[config.mk]
export PLATFORM = sky130hd
export DESIGN_NAME = slave_byte_ctrl
export DESIGN_NICKNAME = d
export VERILOG_FILES = /design/src/rtl/i2c_slave_pkg.sv /design/src/rtl/slave_bus_sync.sv /design/src/rtl/slave_byte_ctrl.sv
export SDC_FILE = /design/constraint.sdc
export NUM_CORES = 1
export LEC_CHECK = 0
export BUFFER_PORTS_ARGS = -buffer_cell sky130_fd_sc_hd__buf_2
export CORE_MARGIN = 5
export CORE_UTILIZATION = 30
export DETAILED_ROUTE_END_ITERATION = 8
export PLACE_DENSITY = 0.5
export SLEW_MARGIN = 10
export SYNTH_ARGS = -nofsm -noshare
export SYNTH_HDL_FRONTEND = slang
export SYNTH_SLANG_ARGS = --single-unit
export TNS_END_PERCENT = 30
[constraint.sdc]
create_clock -name clk -period 2 [get_ports clk]
set_input_delay 0.1 -clock clk [delete_from_list [all_inputs] [get_ports clk]]
set_output_delay 0.1 -clock clk [all_outputs]
set_load 0.05 [all_outputs]
[src/rtl/i2c_slave_pkg.sv]
// Shared definitions for the I2C slave byte controller.
//   state_t   : byte/ACK sequencer states
//   ADDR_W    : width of the 7-bit slave address
//   BYTE_W    : width of one transferred byte
//   ACK/NACK  : level driven (or left released) in an acknowledge slot
package i2c_slave_pkg;

  localparam int ADDR_W = 7;
  localparam int BYTE_W = 8;

  localparam logic ACK  = 1'b0;
  localparam logic NACK = 1'b1;

  typedef enum logic [2:0] {
    IDLE      = 3'd0,
    ADDR      = 3'd1,
    ADDR_ACK  = 3'd2,
    RX_DATA   = 3'd3,
    RX_ACK    = 3'd4,
    TX_DATA   = 3'd5,
    TX_ACK    = 3'd6,
    WAIT_STOP = 3'd7
  } state_t;

endpackage

[src/rtl/slave_bus_sync.sv]
// Synchronizes raw SCL/SDA into the clk domain and turns their transitions
// into single-cycle event strobes.
// Ports:
//   clk, rst           : system clock, synchronous active-high reset
//   scl_in, sda_in     : raw pin levels
//   scl_rise, scl_fall : one-cycle strobes on synchronized SCL edges
//   start_det          : SDA fell while SCL was high
//   stop_det           : SDA rose while SCL was high
//   sda_level          : synchronized SDA, aligned with the strobes
// Every strobe is registered, so it appears SYNC_STAGES+1 clocks after the
// pin change.
module slave_bus_sync #(
  parameter int SYNC_STAGES = 2
) (
  input  logic clk,
  input  logic rst,
  input  logic scl_in,
  input  logic sda_in,
  output logic scl_rise,
  output logic scl_fall,
  output logic start_det,
  output logic stop_det,
  output logic sda_level
);

  logic [SYNC_STAGES-1:0] scl_sync_q, scl_sync_d;
  logic [SYNC_STAGES-1:0] sda_sync_q, sda_sync_d;
  logic scl_hist_q, scl_hist_d;
  logic sda_hist_q, sda_hist_d;
  logic scl_rise_q, scl_rise_d;
  logic scl_fall_q, scl_fall_d;
  logic start_q, start_d;
  logic stop_q, stop_d;
  logic sda_lvl_q, sda_lvl_d;
  logic scl_s, sda_s;

  assign scl_s = scl_sync_q[SYNC_STAGES-1];
  assign sda_s = sda_sync_q[SYNC_STAGES-1];

  // Synchronizer shift, history flops and event decode.
  always_comb begin
    scl_sync_d = {scl_sync_q[SYNC_STAGES-2:0], scl_in};
    sda_sync_d = {sda_sync_q[SYNC_STAGES-2:0], sda_in};
    scl_hist_d = scl_s;
    sda_hist_d = sda_s;
    scl_rise_d = scl_s & ~scl_hist_q;
    scl_fall_d = ~scl_s & scl_hist_q;
    // SCL must be high on both sides of the SDA edge to count as a condition
    start_d    = scl_s & scl_hist_q & ~sda_s & sda_hist_q;
    stop_d     = scl_s & scl_hist_q & sda_s & ~sda_hist_q;
    sda_lvl_d  = sda_s;
  end

  // Register stage; the idle bus is high so the chains reset high to avoid
  // a false edge right after reset.
  always_ff @(posedge clk) begin
    if (rst) begin
      scl_sync_q <= {SYNC_STAGES{1'b1}};
      sda_sync_q <= {SYNC_STAGES{1'b1}};
      scl_hist_q <= 1'b1;
      sda_hist_q <= 1'b1;
      scl_rise_q <= 1'b0;
      scl_fall_q <= 1'b0;
      start_q    <= 1'b0;
      stop_q     <= 1'b0;
      sda_lvl_q  <= 1'b1;
    end else begin
      scl_sync_q <= scl_sync_d;
      sda_sync_q <= sda_sync_d;
      scl_hist_q <= scl_hist_d;
      sda_hist_q <= sda_hist_d;
      scl_rise_q <= scl_rise_d;
      scl_fall_q <= scl_fall_d;
      start_q    <= start_d;
      stop_q     <= stop_d;
      sda_lvl_q  <= sda_lvl_d;
    end
  end

  assign scl_rise  = scl_rise_q;
  assign scl_fall  = scl_fall_q;
  assign start_det = start_q;
  assign stop_det  = stop_q;
  assign sda_level = sda_lvl_q;

endmodule

[src/rtl/slave_byte_ctrl.sv]
// Bit/byte level I2C slave controller driven by oversampled SCL/SDA.
// Ports:
//   clk, rst              : system clock (>= 8x SCL), sync active-high reset
//   scl_in, sda_in        : raw bus pin levels
//   slave_tx_data         : byte to send on a read, captured on slave_tx_load
//   slave_rx_full         : consumer full; received data byte gets NACKed
//   slave_mux_sel         : 1 = data bit drives SDA path, 0 = ack bit
//   slave_serial_out_data : current transmit bit, MSB first
//   slave_acknowledge     : 0 = ACK (pull low), 1 = NACK/released
//   slave_sda_oe          : 1 = slave may pull SDA low per mux output
//   slave_rx_data         : last received data byte
//   slave_rx_valid        : one-cycle pulse when slave_rx_data updates
//   slave_tx_load         : one-cycle pulse when slave_tx_data is captured
//   slave_busy            : controller not idle
module slave_byte_ctrl
  import i2c_slave_pkg::*;
#(
  parameter logic [ADDR_W-1:0] SLAVE_ADDR  = 7'h50,
  parameter int                SYNC_STAGES = 2
) (
  input  logic              clk,
  input  logic              rst,
  input  logic              scl_in,
  input  logic              sda_in,
  input  logic [BYTE_W-1:0] slave_tx_data,
  input  logic              slave_rx_full,
  output logic              slave_mux_sel,
  output logic              slave_serial_out_data,
  output logic              slave_acknowledge,
  output logic              slave_sda_oe,
  output logic [BYTE_W-1:0] slave_rx_data,
  output logic              slave_rx_valid,
  output logic              slave_tx_load,
  output logic              slave_busy
);

  logic scl_rise_s, scl_fall_s, start_s, stop_s, sda_s;

  slave_bus_sync #(.SYNC_STAGES(SYNC_STAGES)) u_sync (
    .clk       (clk),
    .rst       (rst),
    .scl_in    (scl_in),
    .sda_in    (sda_in),
    .scl_rise  (scl_rise_s),
    .scl_fall  (scl_fall_s),
    .start_det (start_s),
    .stop_det  (stop_s),
    .sda_level (sda_s)
  );

  state_t            state_q, state_d;
  logic [2:0]        bit_cnt_q, bit_cnt_d;
  logic [BYTE_W-1:0] shift_q, shift_d;
  logic [BYTE_W-2:0] tx_sr_q, tx_sr_d;      // bits still to send after ser_out
  logic              byte_done_q, byte_done_d; // 8th rise of the byte seen
  logic              rw_q, rw_d;
  logic              mack_q, mack_d;        // master's ack bit on a read
  logic              nack_q, nack_d;        // our verdict on the received byte
  logic              mux_sel_q, mux_sel_d;
  logic              ser_out_q, ser_out_d;
  logic              ack_q, ack_d;
  logic              sda_oe_q, sda_oe_d;
  logic [BYTE_W-1:0] rx_data_q, rx_data_d;
  logic              rx_valid_q, rx_valid_d;
  logic              tx_load_q, tx_load_d;
  logic              busy_q, busy_d;
  logic [BYTE_W-1:0] rx_byte_s;

  assign rx_byte_s = {shift_q[BYTE_W-2:0], sda_s};

  // Next-state and next-output logic of the byte/ACK sequencer.
  always_comb begin
    state_d     = state_q;
    bit_cnt_d   = bit_cnt_q;
    shift_d     = shift_q;
    tx_sr_d     = tx_sr_q;
    byte_done_d = byte_done_q;
    rw_d        = rw_q;
    mack_d      = mack_q;
    nack_d      = nack_q;
    mux_sel_d   = mux_sel_q;
    ser_out_d   = ser_out_q;
    ack_d       = ack_q;
    sda_oe_d    = sda_oe_q;
    rx_data_d   = rx_data_q;
    rx_valid_d  = 1'b0;
    tx_load_d   = 1'b0;

    // Bus conditions win over any SCL edge decoded in the same cycle.
    if (start_s || stop_s) begin
      state_d     = start_s ? ADDR : IDLE;
      bit_cnt_d   = 3'd0;
      byte_done_d = 1'b0;
      sda_oe_d    = 1'b0;
      mux_sel_d   = 1'b0;
      ack_d       = NACK;
      ser_out_d   = 1'b1;
    end else begin
      case (state_q)
        ADDR, RX_DATA: begin
          if (scl_rise_s) begin
            shift_d     = rx_byte_s;
            bit_cnt_d   = bit_cnt_q + 3'd1;
            byte_done_d = (bit_cnt_q == 3'd7);
            // The rx_full level seen at the 8th rise decides both the
            // update and the ack, so the two always agree.
            if ((state_q == RX_DATA) && (bit_cnt_q == 3'd7)) begin
              nack_d = slave_rx_full;
              if (!slave_rx_full) begin
                rx_data_d  = rx_byte_s;
                rx_valid_d = 1'b1;
              end else begin
                rx_data_d = rx_data_q;
              end
            end else begin
              nack_d = nack_q;
            end
          end else if (scl_fall_s && byte_done_q) begin
            byte_done_d = 1'b0;
            mux_sel_d   = 1'b0;
            if (state_q == RX_DATA) begin
              state_d  = RX_ACK;
              sda_oe_d = 1'b1;
              ack_d    = nack_q;
            end else if (shift_q[BYTE_W-1:1] == SLAVE_ADDR) begin
              state_d  = ADDR_ACK;
              rw_d     = shift_q[0];
              sda_oe_d = 1'b1;
              ack_d    = ACK;
            end else begin
              state_d = WAIT_STOP;
            end
          end else begin
            state_d = state_q;
          end
        end
        ADDR_ACK, TX_ACK: begin
          if (scl_rise_s) begin
            mack_d = sda_s;
          end else if (scl_fall_s) begin
            bit_cnt_d   = 3'd0;
            byte_done_d = 1'b0;
            ack_d       = NACK;
            if ((state_q == ADDR_ACK) ? rw_q : (mack_q == ACK)) begin
              state_d   = TX_DATA;
              tx_sr_d   = slave_tx_data[BYTE_W-2:0];
              ser_out_d = slave_tx_data[BYTE_W-1];
              tx_load_d = 1'b1;
              mux_sel_d = 1'b1;
              sda_oe_d  = 1'b1;
            end else begin
              state_d   = (state_q == ADDR_ACK) ? RX_DATA : WAIT_STOP;
              mux_sel_d = 1'b0;
              sda_oe_d  = 1'b0;
            end
          end else begin
            state_d = state_q;
          end
        end
        RX_ACK: begin
          if (scl_fall_s) begin
            state_d   = (ack_q == ACK) ? RX_DATA : WAIT_STOP;
            bit_cnt_d = 3'd0;
            sda_oe_d  = 1'b0;
            mux_sel_d = 1'b0;
            ack_d     = NACK;
          end else begin
            state_d = RX_ACK;
          end
        end
        TX_DATA: begin
          if (scl_rise_s) begin
            bit_cnt_d   = bit_cnt_q + 3'd1;
            byte_done_d = (bit_cnt_q == 3'd7);
          end else if (scl_fall_s && byte_done_q) begin
            state_d     = TX_ACK;
            byte_done_d = 1'b0;
            sda_oe_d    = 1'b0;
            mux_sel_d   = 1'b0;
            ack_d       = NACK;
            ser_out_d   = 1'b1;
          end else if (scl_fall_s) begin
            ser_out_d = tx_sr_q[BYTE_W-2];
            tx_sr_d   = {tx_sr_q[BYTE_W-3:0], 1'b0};
          end else begin
            state_d = TX_DATA;
          end
        end
        IDLE, WAIT_STOP: begin
          state_d = state_q;
        end
        default: begin
          state_d   = IDLE;
          sda_oe_d  = 1'b0;
          mux_sel_d = 1'b0;
          ack_d     = NACK;
        end
      endcase
    end

    busy_d = (state_d != IDLE);
  end

  // State and output registers.
  always_ff @(posedge clk) begin
    if (rst) begin
      state_q     <= IDLE;
      bit_cnt_q   <= 3'd0;
      shift_q     <= 8'h00;
      tx_sr_q     <= 7'h00;
      byte_done_q <= 1'b0;
      rw_q        <= 1'b0;
      mack_q      <= 1'b1;
      nack_q      <= 1'b0;
      mux_sel_q   <= 1'b0;
      ser_out_q   <= 1'b1;
      ack_q       <= NACK;
      sda_oe_q    <= 1'b0;
      rx_data_q   <= 8'h00;
      rx_valid_q  <= 1'b0;
      tx_load_q   <= 1'b0;
      busy_q      <= 1'b0;
    end else begin
      state_q     <= state_d;
      bit_cnt_q   <= bit_cnt_d;
      shift_q     <= shift_d;
      tx_sr_q     <= tx_sr_d;
      byte_done_q <= byte_done_d;
      rw_q        <= rw_d;
      mack_q      <= mack_d;
      nack_q      <= nack_d;
      mux_sel_q   <= mux_sel_d;
      ser_out_q   <= ser_out_d;
      ack_q       <= ack_d;
      sda_oe_q    <= sda_oe_d;
      rx_data_q   <= rx_data_d;
      rx_valid_q  <= rx_valid_d;
      tx_load_q   <= tx_load_d;
      busy_q      <= busy_d;
    end
  end

  assign slave_mux_sel         = mux_sel_q;
  assign slave_serial_out_data = ser_out_q;
  assign slave_acknowledge     = ack_q;
  assign slave_sda_oe          = sda_oe_q;
  assign slave_rx_data         = rx_data_q;
  assign slave_rx_valid        = rx_valid_q;
  assign slave_tx_load         = tx_load_q;
  assign slave_busy            = busy_q;

endmodule

==> impl_metrics.py <==
metrics = {
    "floorplanning": {
        "die_h_um": 96.0,
        "core_um2": 7210,
        "ios": 28,
        "rows": 31,
        "die_area_um2": 9210,
        "start_util_pct": 30.7,
        "die_w_um": 96.0,
    },
    "clock_tree": {
        "clk_pin_slew_ps": 90,
        "clk_latency_ps": 300,
        "clockBufferDepth": 2,
        "clkSinkCount": 50,
        "numCtsBuffers": 5,
        "htree_levels": 2,
        "cts_tree": "done",
        "clock-root-buffer": "clkbuf_8",
    },
    "layout": {
        "final_core_util_pct": 36.8,
        "multi_input_area_um2": 1130,
        "n_antenna_cell": 0,
        "drive_gt1_share_pct": 23.2,
        "ff_latch_area_um2": 1000,
        "layout.nets": 286,
        "area_growth_pct": 19.6,
        "fillers": 781,
    },
    "global_routing": {
        "grt_use_total_pct": 11.5,
        "antenna_found_initial": 0,
        "grt_pass1_vias": 1690,
        "gr-total-overflow": 0,
        "grt_pass1_wl_um": 8240,
        "grt_max_degree": 29,
    },
    "drt": {
        "wl_um": 4670,
        "dr.first_iter.drc_count": 42,
        "via_per_inst": 4.68,
        "dr.pass1.iters": 4,
        "wl_per_cell_um": 12.6,
        "vias": 1736,
        "ant_nets": 0,
        "drc": 0,
    },
    "setup_path": {
        "slowest_stage": "dfxtp_1",
        "path_class": "reg2reg",
        "rr_worst_depth": 5,
        "crit_family": "compound AO/OA/AOI/OAI gates",
        "arrival_ps": 1970,
        "r2r-start": "u_sync.scl_rise$_SDFF_PP0_",
        "worst_setup_path_start_kind": "flip-flop",
        "cp.required_ps": 2190,
        "worst_path_largest_cell_delay_ps": 450,
        "cp_cell_sequence": "nand2b_1, o21bai_1, a221oi_1, a211oi_1, a311o_1",
        "r2r-end": "slave_busy$_SDFF_PP0_",
        "crit_path_end_kind": "flip-flop",
        "crit_fanout": 12,
        "worst-path-buf-inv": 0,
        "regToRegSetupSlack_ps": 210,
    },
    "hold_path": {
        "min_delay_worst_endpoint": "slave_rx_valid$_SDFF_PP0_",
        "whs_path_depth": 2,
        "hold_start": "slave_rx_full",
        "hold_class": "in2reg",
    },
    "logic_synthesis": {
        "synth_seq_area_share_pct": 45.1,
        "synth_common_cells": "dfxtp_1, nor2_1, mux2i_1",
        "synth.net_count": 250,
        "yosysWarnings": 0,
        "yosysTopAreaCell": "dfxtp_1",
        "synthArstFlopShare_pct": 0,
        "synth.distinct_cells": 47,
        "post-synth-top-count-cell": "dfxtp_1",
        "synthCells": 235,
        "syn-cell-area_um2": 2220,
        "syn_avg_cell_area_um2": 9.43,
        "synth_area_leaders": "dfxtp_1, mux2i_1, nor2_1",
        "synth_flop_cell": "dfxtp_1",
        "synth_top_area_share_pct": 45.1,
        "synth_edf_count": 0,
        "yosys_register_bits": 50,
    },
    "timing": {
        "rsz0062_at_grt": "false",
        "setup_tns_ps": 0,
        "clock.fmax_mhz": 560,
        "finalCritPeriodShare_pct": 89.3,
        "clock_skew_ps": 6.12,
        "slew_headroom_pct": 72.5,
        "drv_slew": 0,
        "worst_pin_slew_ps": 412,
        "layout_setup_ws_ps": 215,
        "setup_viol": 0,
        "hold_viol": 0,
        "fin_hold_ws_ps": 36.1,
        "fin_crit_ps": 1790,
    },
    "power_and_ir_drop": {
        "powerDensity_nw_per_um2": 695,
        "power.ir.vdd_worst_v": 0.000252,
        "swShare_pct": 22.6,
        "net-switching-power_w": 0.000417,
        "comb_power_share_pct": 6.3,
        "leakage_nw": 1.12,
        "total_power_w": 0.00184,
        "seqPwrFrac_pct": 55.2,
        "clock_power_share_pct": 38.5,
        "p_int_w": 0.00143,
    },
    "outcome": {
        "outcome": "completed",
    },
    "place": {
        "gp_congestion": 0.874,
        "io_buffer_count": 27,
        "dp_hpwl_um": 3480,
        "dp_slack_ps": 211,
    },
    "flow_run": {
        "drv_cap": 0,
    },
}
[metal layers]
metal	share of wire [%]	vias up	track usage [%]	wire, um
li1	-	899	-	-
met1	49	791	15.3	2310
met2	45	34	17.4	2110
met3	2.8	12	2.19	133
met4	2.7	0	6.16	125
met5	0	-	0	0
[worst register-to-register path: stages (launching register included)]
cell      delay (ps)
dfxtp_1          450
nand2b_1         220
o21bai_1         180
a221oi_1         350
a211oi_1         120
a311o_1          370
[registers in the layout (all words and copies together) (netlist names), 2 cells and up]
signal,cells
bit_cnt_q,3
shift_q,8
slave_rx_data,8
state_q,3
tx_sr_q,7
u_sync.scl_sync_q,2
u_sync.sda_sync_q,2
[worst max-delay path by stage]
stage | from | to | depth (start not counted)
floorplan | state_q[0]$_SDFF_PP0_ | tx_sr_q[4]$_SDFFE_PP0P_ | 7
global placement | u_sync.scl_rise$_SDFF_PP0_ | slave_busy$_SDFF_PP0_ | 5
detailed placement | state_q[0]$_SDFF_PP0_ | tx_sr_q[1]$_SDFFE_PP0P_ | 6
CTS | state_q[0]$_SDFF_PP0_ | tx_sr_q[1]$_SDFFE_PP0P_ | 6
global route | state_q[0]$_SDFF_PP0_ | tx_sr_q[3]$_SDFFE_PP0P_ | 6
finish | u_sync.scl_rise$_SDFF_PP0_ | slave_busy$_SDFF_PP0_ | 5
[kinds of logic (layout without fill, tap and decap cells)]
logic type	after synthesis	count (layout)	synth area share [%]
DFF	50	50	45.1
muxes	26	26	11.7
AOI/OAI and AO/OA	47	47	16.0
adders and majority gates	2	2	1.13
and+or+nand+nor	90	90	21.5
buffers and inverters	19	56	4.12
xor gates and xnor gates	1	1	0.395
[metrics by stage]
| step | cells | area [um2] |
|---|---|---|
| 2_1_floorplan | 235 | 2220 |
| 3_3_place_gp | 361 | 2520 |
| 3_5_place_dp | 361 | 2520 |
| 4_1_cts | 371 | 2650 |
| 5_1_grt | 371 | 2650 |
| 6_report | 371 | 2650 |
[layout by cell type, fill, tap and decap left out, types with 2 or more instances in the layout]
cell,n
a211oi_1,7
a21o_1,2
buf_2,27
a21oi_1,11
a211oi_2,3
nor2b_1,2
dfxtp_1,50
nand3_1,5
dlygate4sd3_1,2
nand2_1,10
nand2b_1,9
o21ai_0,5
mux2i_1,26
and3_1,2
clkbuf_8,5
a22oi_1,2
inv_1,5
or2_2,7
nand3b_1,2
o311ai_0,3
nor3_1,4
nor3b_1,4
ha_1,2
buf_4,13
nor2_1,36
o31ai_1,2
[final cells by class]
class	count	share of cell area, %
Clock buffer	6	2.74
Clock inverter	2	1.42
Inverter	5	0.708
Multi-Input combinational cell	166	42.5
Sequential cell	50	37.7
Tap cell	99	4.67
Timing Repair Buffer	43	10.3
[power groups by stage]
| stage | registers, W | clock network [W] | logic, W |
|---|---|---|---|
| after floorplan | 0.00105 | 0 | 0.0000688 |
| after global placement | 0.00104 | 0 | 0.000114 |
| after detailed placement | 0.00104 | 0 | 0.000114 |
| after CTS | 0.00102 | 0.000742 | 0.000116 |
| after global routing | 0.00102 | 0.000785 | 0.000129 |
| final | 0.00102 | 0.000710 | 0.000116 |
[timing repair]
action	CTS	global route
endpoints found under the setup margin	0	1
buffers inserted	0	0
endpoints found under the hold margin	2	0
resized for setup	0	1
hold buffers	2	0
Power figures use the tool's default switching activity.
